<file path="src/rtl/ultrasonic_ping_scheduler_if.sv">
// Sensor-side and paddle-side signals of the two-player ultrasonic ping scheduler.
interface ultrasonic_ping_scheduler_if #(
  parameter int DIST_W = 9
);
  logic              enable;
  logic [1:0]        echo_in;
  logic [1:0]        trig_out;
  logic [DIST_W-1:0] dist_p1;
  logic [DIST_W-1:0] dist_p2;
  logic              valid_p1;
  logic              valid_p2;
  logic              timeout_p1;
  logic              timeout_p2;
  logic              busy;
  logic              sel;

  modport master (
    input  enable, echo_in,
    output trig_out, dist_p1, dist_p2, valid_p1, valid_p2,
    output timeout_p1, timeout_p2, busy, sel
  );

  modport slave (
    output enable, echo_in,
    input  trig_out, dist_p1, dist_p2, valid_p1, valid_p2,
    input  timeout_p1, timeout_p2, busy, sel
  );
endinterface

</file>
<file path="src/rtl/ultrasonic_ping_scheduler.sv">
// Round-robin scheduler for two HC-SR04 sensors: trigger, echo timing, cm conversion.
// Optional macro TIMEOUT_HOLD_EN: a timed-out ping keeps the previous distance.
module ultrasonic_ping_scheduler #(
  parameter int TRIG_CYCLES    = 500,
  parameter int CYCLES_PER_CM  = 2915,
  parameter int TIMEOUT_CYCLES = 1500000,
  parameter int HOLDOFF_CYCLES = 3000000,
  parameter int DIST_W         = 9
) (
  input logic                        CLOCK_50,
  input logic                        resetn,
  ultrasonic_ping_scheduler_if.master bus
);
  localparam int PHASE_MAX = (TRIG_CYCLES > HOLDOFF_CYCLES) ? TRIG_CYCLES : HOLDOFF_CYCLES;
  localparam int PHASE_W   = $clog2(PHASE_MAX + 1);
  localparam int TMO_W     = $clog2(TIMEOUT_CYCLES + 1);
  localparam int SUB_W     = (CYCLES_PER_CM > 1) ? $clog2(CYCLES_PER_CM) : 1;

  localparam logic [PHASE_W-1:0] TRIG_LAST = PHASE_W'(TRIG_CYCLES - 1);
  localparam logic [PHASE_W-1:0] HOLD_LAST = PHASE_W'(HOLDOFF_CYCLES - 1);
  localparam logic [TMO_W-1:0]   TMO_LAST  = TMO_W'(TIMEOUT_CYCLES - 1);
  localparam logic [SUB_W-1:0]   SUB_LAST  = SUB_W'(CYCLES_PER_CM - 1);
  localparam logic [DIST_W-1:0]  DIST_MAX  = '1;

  typedef enum logic [2:0] {IDLE, TRIG, WAIT_RISE, MEASURE, HOLDOFF} state_t;

  state_t              state_reg, state_next;
  logic                sel_reg, sel_next;
  logic [PHASE_W-1:0]  phase_reg, phase_next;
  logic [TMO_W-1:0]    tmo_reg, tmo_next;
  logic [SUB_W-1:0]    sub_reg, sub_next;
  logic [DIST_W-1:0]   cm_reg, cm_next;

  logic                publish, pub_timeout;
  logic [DIST_W-1:0]   pub_dist;
  logic                echo_now, echo_prev, echo_rise, echo_fall, tmo_hit;

  logic [1:0]          echo_sync_w, echo_prev_w, valid_w, timeout_w;
  logic [DIST_W-1:0]   dist_w [2];

  always_ff @(posedge CLOCK_50) begin
    if (!resetn) begin
      state_reg <= IDLE;
      sel_reg   <= 1'b0;
      phase_reg <= '0;
      tmo_reg   <= '0;
      sub_reg   <= '0;
      cm_reg    <= '0;
    end else begin
      state_reg <= state_next;
      sel_reg   <= sel_next;
      phase_reg <= phase_next;
      tmo_reg   <= tmo_next;
      sub_reg   <= sub_next;
      cm_reg    <= cm_next;
    end
  end

  always_comb begin
    state_next  = state_reg;
    sel_next    = sel_reg;
    phase_next  = phase_reg;
    tmo_next    = tmo_reg;
    sub_next    = sub_reg;
    cm_next     = cm_reg;
    publish     = 1'b0;
    pub_timeout = 1'b0;
    pub_dist    = cm_reg;

    echo_now  = echo_sync_w[sel_reg];
    echo_prev = echo_prev_w[sel_reg];
    echo_rise = echo_now & ~echo_prev;
    echo_fall = ~echo_now & echo_prev;
    tmo_hit   = (tmo_reg == TMO_LAST);

    case (state_reg)
      IDLE: begin
        if (bus.enable) begin
          state_next = TRIG;
          phase_next = '0;
          tmo_next   = '0;
          sub_next   = '0;
          cm_next    = '0;
        end
      end
      TRIG: begin
        if (phase_reg == TRIG_LAST) begin
          state_next = WAIT_RISE;
          phase_next = '0;
          tmo_next   = '0;
        end else begin
          phase_next = phase_reg + PHASE_W'(1);
        end
      end
      WAIT_RISE: begin
        if (tmo_hit) begin
          publish     = 1'b1;
          pub_timeout = 1'b1;
          state_next  = HOLDOFF;
        end else begin
          tmo_next = tmo_reg + TMO_W'(1);
          if (echo_rise) begin
            state_next = MEASURE;
            sub_next   = '0;
            cm_next    = '0;
          end
        end
      end
      MEASURE: begin
        // Count on the delayed copy so the fall cycle's clock is included in the result.
        if (echo_prev) begin
          if (sub_reg == SUB_LAST) begin
            sub_next = '0;
            if (cm_reg != DIST_MAX) cm_next = cm_reg + DIST_W'(1);
          end else begin
            sub_next = sub_reg + SUB_W'(1);
          end
        end
        if (echo_fall) begin
          publish    = 1'b1;
          pub_dist   = cm_next;
          state_next = HOLDOFF;
        end else if (tmo_hit) begin
          publish     = 1'b1;
          pub_timeout = 1'b1;
          state_next  = HOLDOFF;
        end else begin
          tmo_next = tmo_reg + TMO_W'(1);
        end
      end
      HOLDOFF: begin
        if (phase_reg == HOLD_LAST) begin
          sel_next   = ~sel_reg;
          phase_next = '0;
          tmo_next   = '0;
          sub_next   = '0;
          cm_next    = '0;
          state_next = bus.enable ? TRIG : IDLE;
        end else begin
          phase_next = phase_reg + PHASE_W'(1);
        end
      end
      default: state_next = IDLE;
    endcase

    if (pub_timeout) begin
`ifdef TIMEOUT_HOLD_EN
      pub_dist = dist_w[sel_reg];
`else
      pub_dist = DIST_MAX;
`endif
    end
  end

  genvar gi;
  for (gi = 0; gi < 2; gi++) begin : g_lane
    logic              sync1_reg, sync2_reg, echo_d_reg;
    logic              valid_reg, timeout_reg;
    logic [DIST_W-1:0] dist_reg;
    logic              own;

    assign own = publish && (sel_reg == 1'(gi));

    always_ff @(posedge CLOCK_50) begin
      if (!resetn) begin
        sync1_reg   <= 1'b0;
        sync2_reg   <= 1'b0;
        echo_d_reg  <= 1'b0;
        valid_reg   <= 1'b0;
        timeout_reg <= 1'b0;
        dist_reg    <= '0;
      end else begin
        sync1_reg  <= bus.echo_in[gi];
        sync2_reg  <= sync1_reg;
        echo_d_reg <= sync2_reg;
        valid_reg  <= own;
        if (own) begin
          dist_reg    <= pub_dist;
          timeout_reg <= pub_timeout;
        end
      end
    end

    assign echo_sync_w[gi] = sync2_reg;
    assign echo_prev_w[gi] = echo_d_reg;
    assign valid_w[gi]     = valid_reg;
    assign timeout_w[gi]   = timeout_reg;
    assign dist_w[gi]      = dist_reg;
  end

  assign bus.trig_out   = (state_reg == TRIG) ? (sel_reg ? 2'b10 : 2'b01) : 2'b00;
  assign bus.dist_p1    = dist_w[0];
  assign bus.dist_p2    = dist_w[1];
  assign bus.valid_p1   = valid_w[0];
  assign bus.valid_p2   = valid_w[1];
  assign bus.timeout_p1 = timeout_w[0];
  assign bus.timeout_p2 = timeout_w[1];
  assign bus.busy       = (state_reg != IDLE);
  assign bus.sel        = sel_reg;
endmodule

</file>
<file path="src/flat_wrapper.sv">
// flat-port wrapper written by rule: the top's interface ports become plain ports
module ultrasonic_ping_scheduler_flat 
#(
  parameter int TRIG_CYCLES    = 500,
  parameter int CYCLES_PER_CM  = 2915,
  parameter int TIMEOUT_CYCLES = 1500000,
  parameter int HOLDOFF_CYCLES = 3000000,
  parameter int DIST_W         = 9
)
  (CLOCK_50, resetn, bus_enable, bus_echo_in, bus_trig_out, bus_dist_p1, bus_dist_p2, bus_valid_p1, bus_valid_p2, bus_timeout_p1, bus_timeout_p2, bus_busy, bus_sel);
  ultrasonic_ping_scheduler_if #(.DIST_W(DIST_W)) bus_i ();
  input logic CLOCK_50;
  input logic resetn;
  input wire logic [$bits(bus_i.enable)-1:0] bus_enable;
  input wire logic [$bits(bus_i.echo_in)-1:0] bus_echo_in;
  output wire logic [$bits(bus_i.trig_out)-1:0] bus_trig_out;
  output wire logic [$bits(bus_i.dist_p1)-1:0] bus_dist_p1;
  output wire logic [$bits(bus_i.dist_p2)-1:0] bus_dist_p2;
  output wire logic [$bits(bus_i.valid_p1)-1:0] bus_valid_p1;
  output wire logic [$bits(bus_i.valid_p2)-1:0] bus_valid_p2;
  output wire logic [$bits(bus_i.timeout_p1)-1:0] bus_timeout_p1;
  output wire logic [$bits(bus_i.timeout_p2)-1:0] bus_timeout_p2;
  output wire logic [$bits(bus_i.busy)-1:0] bus_busy;
  output wire logic [$bits(bus_i.sel)-1:0] bus_sel;
  assign bus_i.enable = bus_enable;
  assign bus_i.echo_in = bus_echo_in;
  assign bus_trig_out = bus_i.trig_out;
  assign bus_dist_p1 = bus_i.dist_p1;
  assign bus_dist_p2 = bus_i.dist_p2;
  assign bus_valid_p1 = bus_i.valid_p1;
  assign bus_valid_p2 = bus_i.valid_p2;
  assign bus_timeout_p1 = bus_i.timeout_p1;
  assign bus_timeout_p2 = bus_i.timeout_p2;
  assign bus_busy = bus_i.busy;
  assign bus_sel = bus_i.sel;
  ultrasonic_ping_scheduler #(.TRIG_CYCLES(TRIG_CYCLES), .CYCLES_PER_CM(CYCLES_PER_CM), .TIMEOUT_CYCLES(TIMEOUT_CYCLES), .HOLDOFF_CYCLES(HOLDOFF_CYCLES), .DIST_W(DIST_W)) u_core (.CLOCK_50(CLOCK_50), .resetn(resetn), .bus(bus_i));
endmodule
</file>
<file path="config.mk">
export PLATFORM = sky130hd
export DESIGN_NAME = ultrasonic_ping_scheduler_flat
export DESIGN_NICKNAME = d
export VERILOG_FILES = /design/src/rtl/ultrasonic_ping_scheduler_if.sv /design/src/rtl/ultrasonic_ping_scheduler.sv /design/src/flat_wrapper.sv
export SDC_FILE = /design/constraint.sdc
export NUM_CORES = 1
export LEC_CHECK = 0
export CAP_MARGIN = 40
export CORE_MARGIN = 8
export CORE_UTILIZATION = 45
export DETAILED_ROUTE_END_ITERATION = 6
export GPL_ROUTABILITY_DRIVEN = 0
export SETUP_SLACK_MARGIN = 0.3
export SLEW_MARGIN = 20
export SYNTH_ARGS = -nofsm -noshare
export SYNTH_HDL_FRONTEND = slang
export SYNTH_SLANG_ARGS = --single-unit
</file>
<file path="constraint.sdc">
create_clock -name CLOCK_50 -period 5.55 [get_ports CLOCK_50]
set_input_delay 1.11 -clock CLOCK_50 [delete_from_list [all_inputs] [get_ports CLOCK_50]]
set_output_delay 1.11 -clock CLOCK_50 [all_outputs]
set_load 0.02 [all_outputs]
</file>
==> reports/metrics.cfg, run 1 <==
[layout]
nets=601
syn2layout_area_growth_pct=12.5
fin_cells=731
fin_area_mm2=0.00537
n_antenna_cell=0
fill_cells=981
multi_input_area_mm2=0.00270
layout_common_cells=dfxtp_1 (96), nor2_1 (65), nand2_1 (56)
largest_register_ffs=22
seq_area_mm2=0.00192
drive_above_1_share=0.0807
final_common_cell=dfxtp_1

[worst_setup_path]
worstSetupPathType=reg2out
crit_path_end_kind=output pin
r2r_slack_ns=2.49
crit_path_start_kind=flip-flop
critical_path_required_ns=4.44
worstRegToRegCells=6
cp_data_arrival_time_ns=2.09
cp_slowest_cell=clkdlybuf4s50_1
max_stage_delay_ns=0.62
crit_chain=inv_1 -> and3_1 -> nor2b_1 -> clkdlybuf4s50_1
crit_fanout=10

[power_and_ir_drop]
seq_power_share=0.491
ir_worst_vdd_mv=0.137
powerDensity_mw_per_mm2=274
p_leak_nw=1.70
p_int_uw=997
power_switching_uw=473
clkPwrFrac=0.296
p_sw_frac=0.322
comb_power_share=0.213

[logic_synthesis]
yosys.area_share.simple=0.294
synth.ff_latch_count=96
syn_area_mm2=0.00477
synth_compound_area_frac=0.196
yosysUniqueCellTypes=57
yosysSeqAreaShare=0.403
synthCells=568
synth.area.mux_share=0.0107
synth_nets=578
synth.area.top_cells=dfxtp_1 (40%), nor2_1 (5.1%), nand2_1 (4.4%)
synth_edf_count=0
synthAdderAreaFrac=0.0131
yosysTopAreaCellShare=0.403
synth_xor_area_frac=0.0514
avgSynthCellArea_um2=8.40
yosysTopAreaCell=dfxtp_1
synth_top_family_by_area=simple AND/OR/NAND/NOR gates
dominantRegCellSynth=dfxtp_1
yosys_warnings=0
async_flop_share=0

[detailed_routing]
drc=0
drtAntennaViolNets=0
routed_wl_um=11400
via_per_inst=5.84
detail_route.iter0.violations=358
wire_per_inst_um=15.6
first_pass_iters=4
vias=4267

[die]
die_y_um=119
chipWidth_um=119
start_util=0.462
die-area_mm2=0.0142
std_cell_rows=37
core_area_mm2=0.0103
io_pins=31

[worst_hold_path]
hp-class=reg2reg
whs_path_depth=1

[place]
pre_cts_ws_ns=2.19
dp_cells=716
portBuffers=30
hpwlAfterDp_um=8070
placed_cell_area_mm2=0.00518

[grt]
grt-ovfl-total=0
grtUsageTotal=0.162
grt_pass1_vias=3992
antenna_found_initial=0
grt_first_pass_wirelength_um=19300
grt_max_degree=36

[clock_network]
tritoncts=built
post_cts_resized=0
cts_made_buffers=9
htree_levels=3
clkLatencyLatePin_ns=0.36
cts_buffer_depth=2
clk_pin_slew_ns=0.09
cts_root_buf=clkbuf_8
cts_setup_buffers=0
hold_buffers=0
cts_sinks=96

[sta]
period_minus_slack_ns=3.20
slew_headroom=0.428
finalCritPeriodShare=0.577
rsz0062_at_grt=false
skew_ns=0.0115
clock.fmax_mhz=312
setup-tns-final_ns=0
worst_pin_slew_ns=0.851
setup_viol=0
maxSlewViolCount=0
finalHoldViolCount=0
worst_slack_ns=2.35

[job]
maxCapViolations=0

[run_status]
status=finished, final reports clean

## path summary, 6_finish.rpt
path / start / to
worst max-delay path: u_core.state_reg[2] / bus_trig_out[0]
worst min-delay path: u_core.g_lane[0].sync1_reg / u_core.g_lane[0].sync2_reg
worst max register to register: u_core.bus.sel / u_core.cm_reg[2]
worst min register to register: u_core.g_lane[0].sync1_reg / u_core.g_lane[0].sync2_reg
## worst max-delay path, delay by kind of cell, from the launching register on
family / cells / cell delay (ns)
buffers and inverters: 2 / 0.84
flip-flops: 1 / 0.41
AND/OR/NAND/NOR: 2 / 0.48
## Yosys cell counts, types with 5 or more instances
| cell type | n |
|---|---|
| a21oi_1 | 33 |
| a31oi_1 | 7 |
| and2_1 | 15 |
| and3_1 | 12 |
| clkbuf_1 | 20 |
| dfxtp_1 | 96 |
| ha_1 | 5 |
| inv_1 | 14 |
| nand2_1 | 56 |
| nand3_1 | 25 |
| nand4_1 | 9 |
| nand4b_1 | 5 |
| nor2_1 | 65 |
| nor2b_1 | 5 |
| nor3_1 | 11 |
| nor4_1 | 8 |
| o211ai_1 | 5 |
| o21a_1 | 5 |
| o21ai_0 | 24 |
| o221a_2 | 13 |
| o31ai_1 | 16 |
| or2_2 | 8 |
| or3_1 | 12 |
| or4_1 | 18 |
| xnor2_1 | 20 |
| xor2_1 | 8 |
## power by group through the flow
stage / Sequential [mW] / Clock (mW) / Combinational, mW
finish: 0.722 / 0.435 / 0.313
global route: 0.726 / 0.475 / 0.344
floorplan: 0.727 / 0 / 0.242
global placement: 0.738 / 0 / 0.309
detailed placement: 0.737 / 0 / 0.315
CTS: 0.721 / 0.450 / 0.315
## layer usage
metal / vias up / routed length, um / track usage
met1: 2033 / 5270 / 0.195
met3: 15 / 424 / 0.0335
met4: 0 / 182 / 0.0601
li1: 2139 / - / -
met2: 80 / 5550 / 0.277
met5: - / 0 / 0
## metrics by stage
step	hold WS, ns	utilization	power (mW)
after global routing	0.471	0.520	1.54
after floorplan	0.412	-	0.969
after CTS	0.450	0.520	1.49
after global placement	0.426	0.501	1.05
after detailed placement	0.424	0.502	1.05
final	0.444	0.520	1.47
## cells by family after synthesis
kind of cell / count (synthesis)
AO/OA/AOI/OAI: 131
XOR/XNOR: 28
adder cells (fa/ha/maj): 5
buffers and inverters: 37
flip-flops: 96
multiplexers: 5
AND/OR/NAND/NOR: 266
## cell type report
type                    instances  share of cell area
repair buffers                 35              0.0630
inverters                      14             0.00979
clock inverters                 2             0.00256
flip-flops and latches         96               0.358
well taps                     136              0.0317
clock buffers                  13              0.0315
multi-input cells             435               0.503
Power figures use the tool's default switching activity.
==> inputs of run 2 (changes only) <==
==> constraint.sdc (replaced) <==
create_clock -name CLOCK_50 -period 3.34 [get_ports CLOCK_50]
set_input_delay 0.668 -clock CLOCK_50 [delete_from_list [all_inputs] [get_ports CLOCK_50]]
set_output_delay 0.668 -clock CLOCK_50 [all_outputs]
set_load 0.02 [all_outputs]
==> run 2 against run 1 <==
  * Hold slack better by 0.0081 ns
  * Cell count up 0.96%
  * Setup slack worse by 1.8 ns
  * Critical path depth is the same
  * Non-clock buffer count up 5
  * Register-to-register slack got worse by 1.9 ns
  * Combinational power grew 71%
  * Core utilization grew 0.95 points
  * Wire length increased by 0.40%
  * Global-route usage about the same
  * Flip-flop and latch count stayed put
  * Critical endpoint unchanged
==> reports/metrics.cfg, run 2 (synthesis gave the netlist of run 1 again) <==
[run_status]
status=finished, final reports clean  ; unchanged

[layout]
fin_area_mm2=0.00546  ; was 0.00537 mm2
final_common_cell=dfxtp_1  ; unchanged
n_antenna_cell=0  ; unchanged
nets=607  ; was 601
drive_above_1_share=0.0930  ; was 0.0807
post-route-util=0.529  ; was 0.520
layout_common_cells=dfxtp_1 (96), nor2_1 (65), nand2_1 (56)  ; unchanged
fill_cells=995  ; was 981
syn2layout_area_growth_pct=14.5  ; was 12.5%
largest_register_ffs=22  ; unchanged

[die]
io_pins=31  ; unchanged
start_util=0.462  ; unchanged
die_y_um=119  ; unchanged
std_cell_rows=37  ; unchanged
die-area_mm2=0.0142  ; unchanged
chipWidth_um=119  ; unchanged
core_area_mm2=0.0103  ; unchanged

[grt]
grt-ovfl-total=0  ; unchanged
use_met2=0.266  ; was 0.277
gr-usage-met3=0.0387  ; was 0.0335
grt_max_degree=51  ; was 36
grt_pass1_vias=3932  ; was 3992
grtUsageTotal=0.162  ; about the same
met1_usage=0.209  ; was 0.195
antenna_found_initial=0  ; unchanged
grt_first_pass_wirelength_um=19300  ; about the same
busiest_layer=met2  ; unchanged

[worst_setup_path]
crit_fanout=10  ; unchanged
crit_path_end_kind=output pin  ; unchanged
r2r_slack_ns=0.58  ; was 2.49 ns
worstRegToRegCells=6  ; unchanged
regToRegEndpoint=u_core.sub_reg[3]  ; was u_core.cm_reg[2]
cp-startpoint=u_core.state_reg[2]  ; unchanged
crit_path_start_kind=flip-flop  ; unchanged
worstSetupPathType=reg2out  ; unchanged
cp_data_arrival_time_ns=2.10  ; was 2.09 ns
max_stage_delay_ns=0.62  ; about the same
critical_path_required_ns=2.67  ; was 4.44 ns
endpoint=bus_trig_out[0]  ; unchanged
crit_chain=inv_1 -> and3_1 -> nor2b_1 -> clkdlybuf4s50_1  ; unchanged
cp_slowest_cell=clkdlybuf4s50_1  ; unchanged
r2r-start=u_core.phase_reg[12]  ; was u_core.bus.sel

[sta]
finalCritPeriodShare=0.829
setup-tns-final_ns=0  ; unchanged
rsz0062_at_grt=false  ; unchanged
skew_ns=0.00806  ; was 0.0115 ns
finalHoldViolCount=0  ; unchanged
maxSlewViolCount=0  ; unchanged
worst_pin_slew_ns=0.641  ; was 0.851 ns
clock.fmax_mhz=361
slew_headroom=0.560  ; was 0.428
period_minus_slack_ns=2.77
worst_slack_ns=0.570  ; was 2.35 ns
setup_viol=0  ; unchanged

[power_and_ir_drop]
finalPower_mw=2.60  ; was 1.47 mW
p_int_mw=1.78  ; was 997 uW
ir_worst_vdd_mv=0.358  ; was 0.137 mV
powerDensity_mw_per_mm2=476  ; was 274 mW/mm2
p_sw_frac=0.315  ; was 0.322
clkPwrFrac=0.333  ; was 0.296
p_leak_nw=1.75  ; was 1.70 nW
seq_power_share=0.461  ; was 0.491
power_switching_uw=818  ; was 473 uW
comb_power_share=0.205  ; was 0.213

[clock_network]
cts_root_buf=clkbuf_8  ; unchanged
tritoncts=built  ; unchanged
clkLatencyLatePin_ns=0.37  ; was 0.36 ns
cts_made_buffers=9  ; unchanged
cts_buffer_depth=2  ; unchanged
clk_pin_slew_ns=0.10  ; was 0.09 ns
cts_sinks=96  ; unchanged
post_cts_resized=0  ; unchanged
hold_buffers=0  ; unchanged
htree_levels=3  ; unchanged

[place]
placed_cell_area_mm2=0.00522  ; was 0.00518 mm2
hpwlAfterDp_um=7940  ; was 8070 um
portBuffers=30  ; unchanged
pre_cts_ws_ns=0.475  ; was 2.19 ns

[detailed_routing]
drtAntennaViolNets=0  ; unchanged
vias=4281  ; was 4267
via_per_inst=5.80  ; was 5.84
wire_per_inst_um=15.5  ; was 15.6 um
detail_route.iter0.violations=453  ; was 358
routed_wl_um=11500  ; was 11400 um
first_pass_iters=5  ; was 4
drc=0  ; unchanged

[worst_hold_path]
hp-class=reg2reg  ; unchanged

[job]
maxCapViolations=0  ; unchanged

==> run 2: what timing repair did <==
action / 4_1_cts / 5_1_grt
endpoints found under the setup margin: 0 / 5
hold endpoints to repair: 0 / 0
buffers inserted: 0 / 0
==> run 2: area by class of cell <==
| class | count | area [um2] | share of cell area |
|---|---|---|---|
| multi-input cells | 436 | 2720 | 0.497 |
| flip-flops and latches | 96 | 1920 | 0.352 |
| repair buffers | 40 | 375 | 0.0687 |
| well taps | 136 | 170 | 0.0311 |
| clock buffers | 10 | 138 | 0.0252 |
| clock inverters | 6 | 90.1 | 0.0165 |
| inverters | 14 | 52.6 | 0.00962 |
==> run 2: through the flow <==
| stage | std cells | hold WS (ns) |
|---|---|---|
| floorplan | 568 | 0.412 |
| global placement | 721 | 0.448 |
| detailed placement | 721 | 0.442 |
| CTS | 737 | 0.460 |
| global route | 738 | 0.476 |
| finish | 738 | 0.452 |
==> run 2: how the worst min path moves through the flow <==
stage	cells past startpoint	end	slack, ns	start
5_1_grt	1	u_core.g_lane[0].sync2_reg	0.48	u_core.g_lane[0].sync1_reg
6_report	1	u_core.g_lane[0].sync2_reg	0.45	u_core.g_lane[0].sync1_reg
2_1_floorplan	1	u_core.g_lane[0].sync2_reg	0.41	u_core.g_lane[0].sync1_reg
3_3_place_gp	1	u_core.g_lane[0].sync2_reg	0.45	u_core.g_lane[0].sync1_reg
4_1_cts	1	u_core.g_lane[0].sync2_reg	0.46	u_core.g_lane[0].sync1_reg
3_5_place_dp	1	u_core.g_lane[0].sync2_reg	0.44	u_core.g_lane[0].sync1_reg
==> run 2: power by group through the flow <==
| stage | clock [mW] | combinational (mW) | sequential, mW |
|---|---|---|---|
| floorplan | 0 | 0.403 | 1.21 |
| global placement | 0 | 0.509 | 1.23 |
| detailed placement | 0 | 0.517 | 1.22 |
| CTS | 0.897 | 0.519 | 1.20 |
| global route | 0.938 | 0.593 | 1.20 |
| finish | 0.866 | 0.534 | 1.20 |
==> run 2: worst max-delay path: cells and delay by family, from the launching register on <==
| family | cells | cell delay, ns |
|---|---|---|
| buffers and inverters | 2 | 0.83 |
| AND/OR/NAND/NOR | 2 | 0.49 |
| flip-flops | 1 | 0.41 |
==> run 2: metal layers <==
layer	up-vias	part of all wire
met5	-	0
met4	0	0.0085
met3	9	0.039
met2	76	0.48
met1	2050	0.48
li1	2146	-
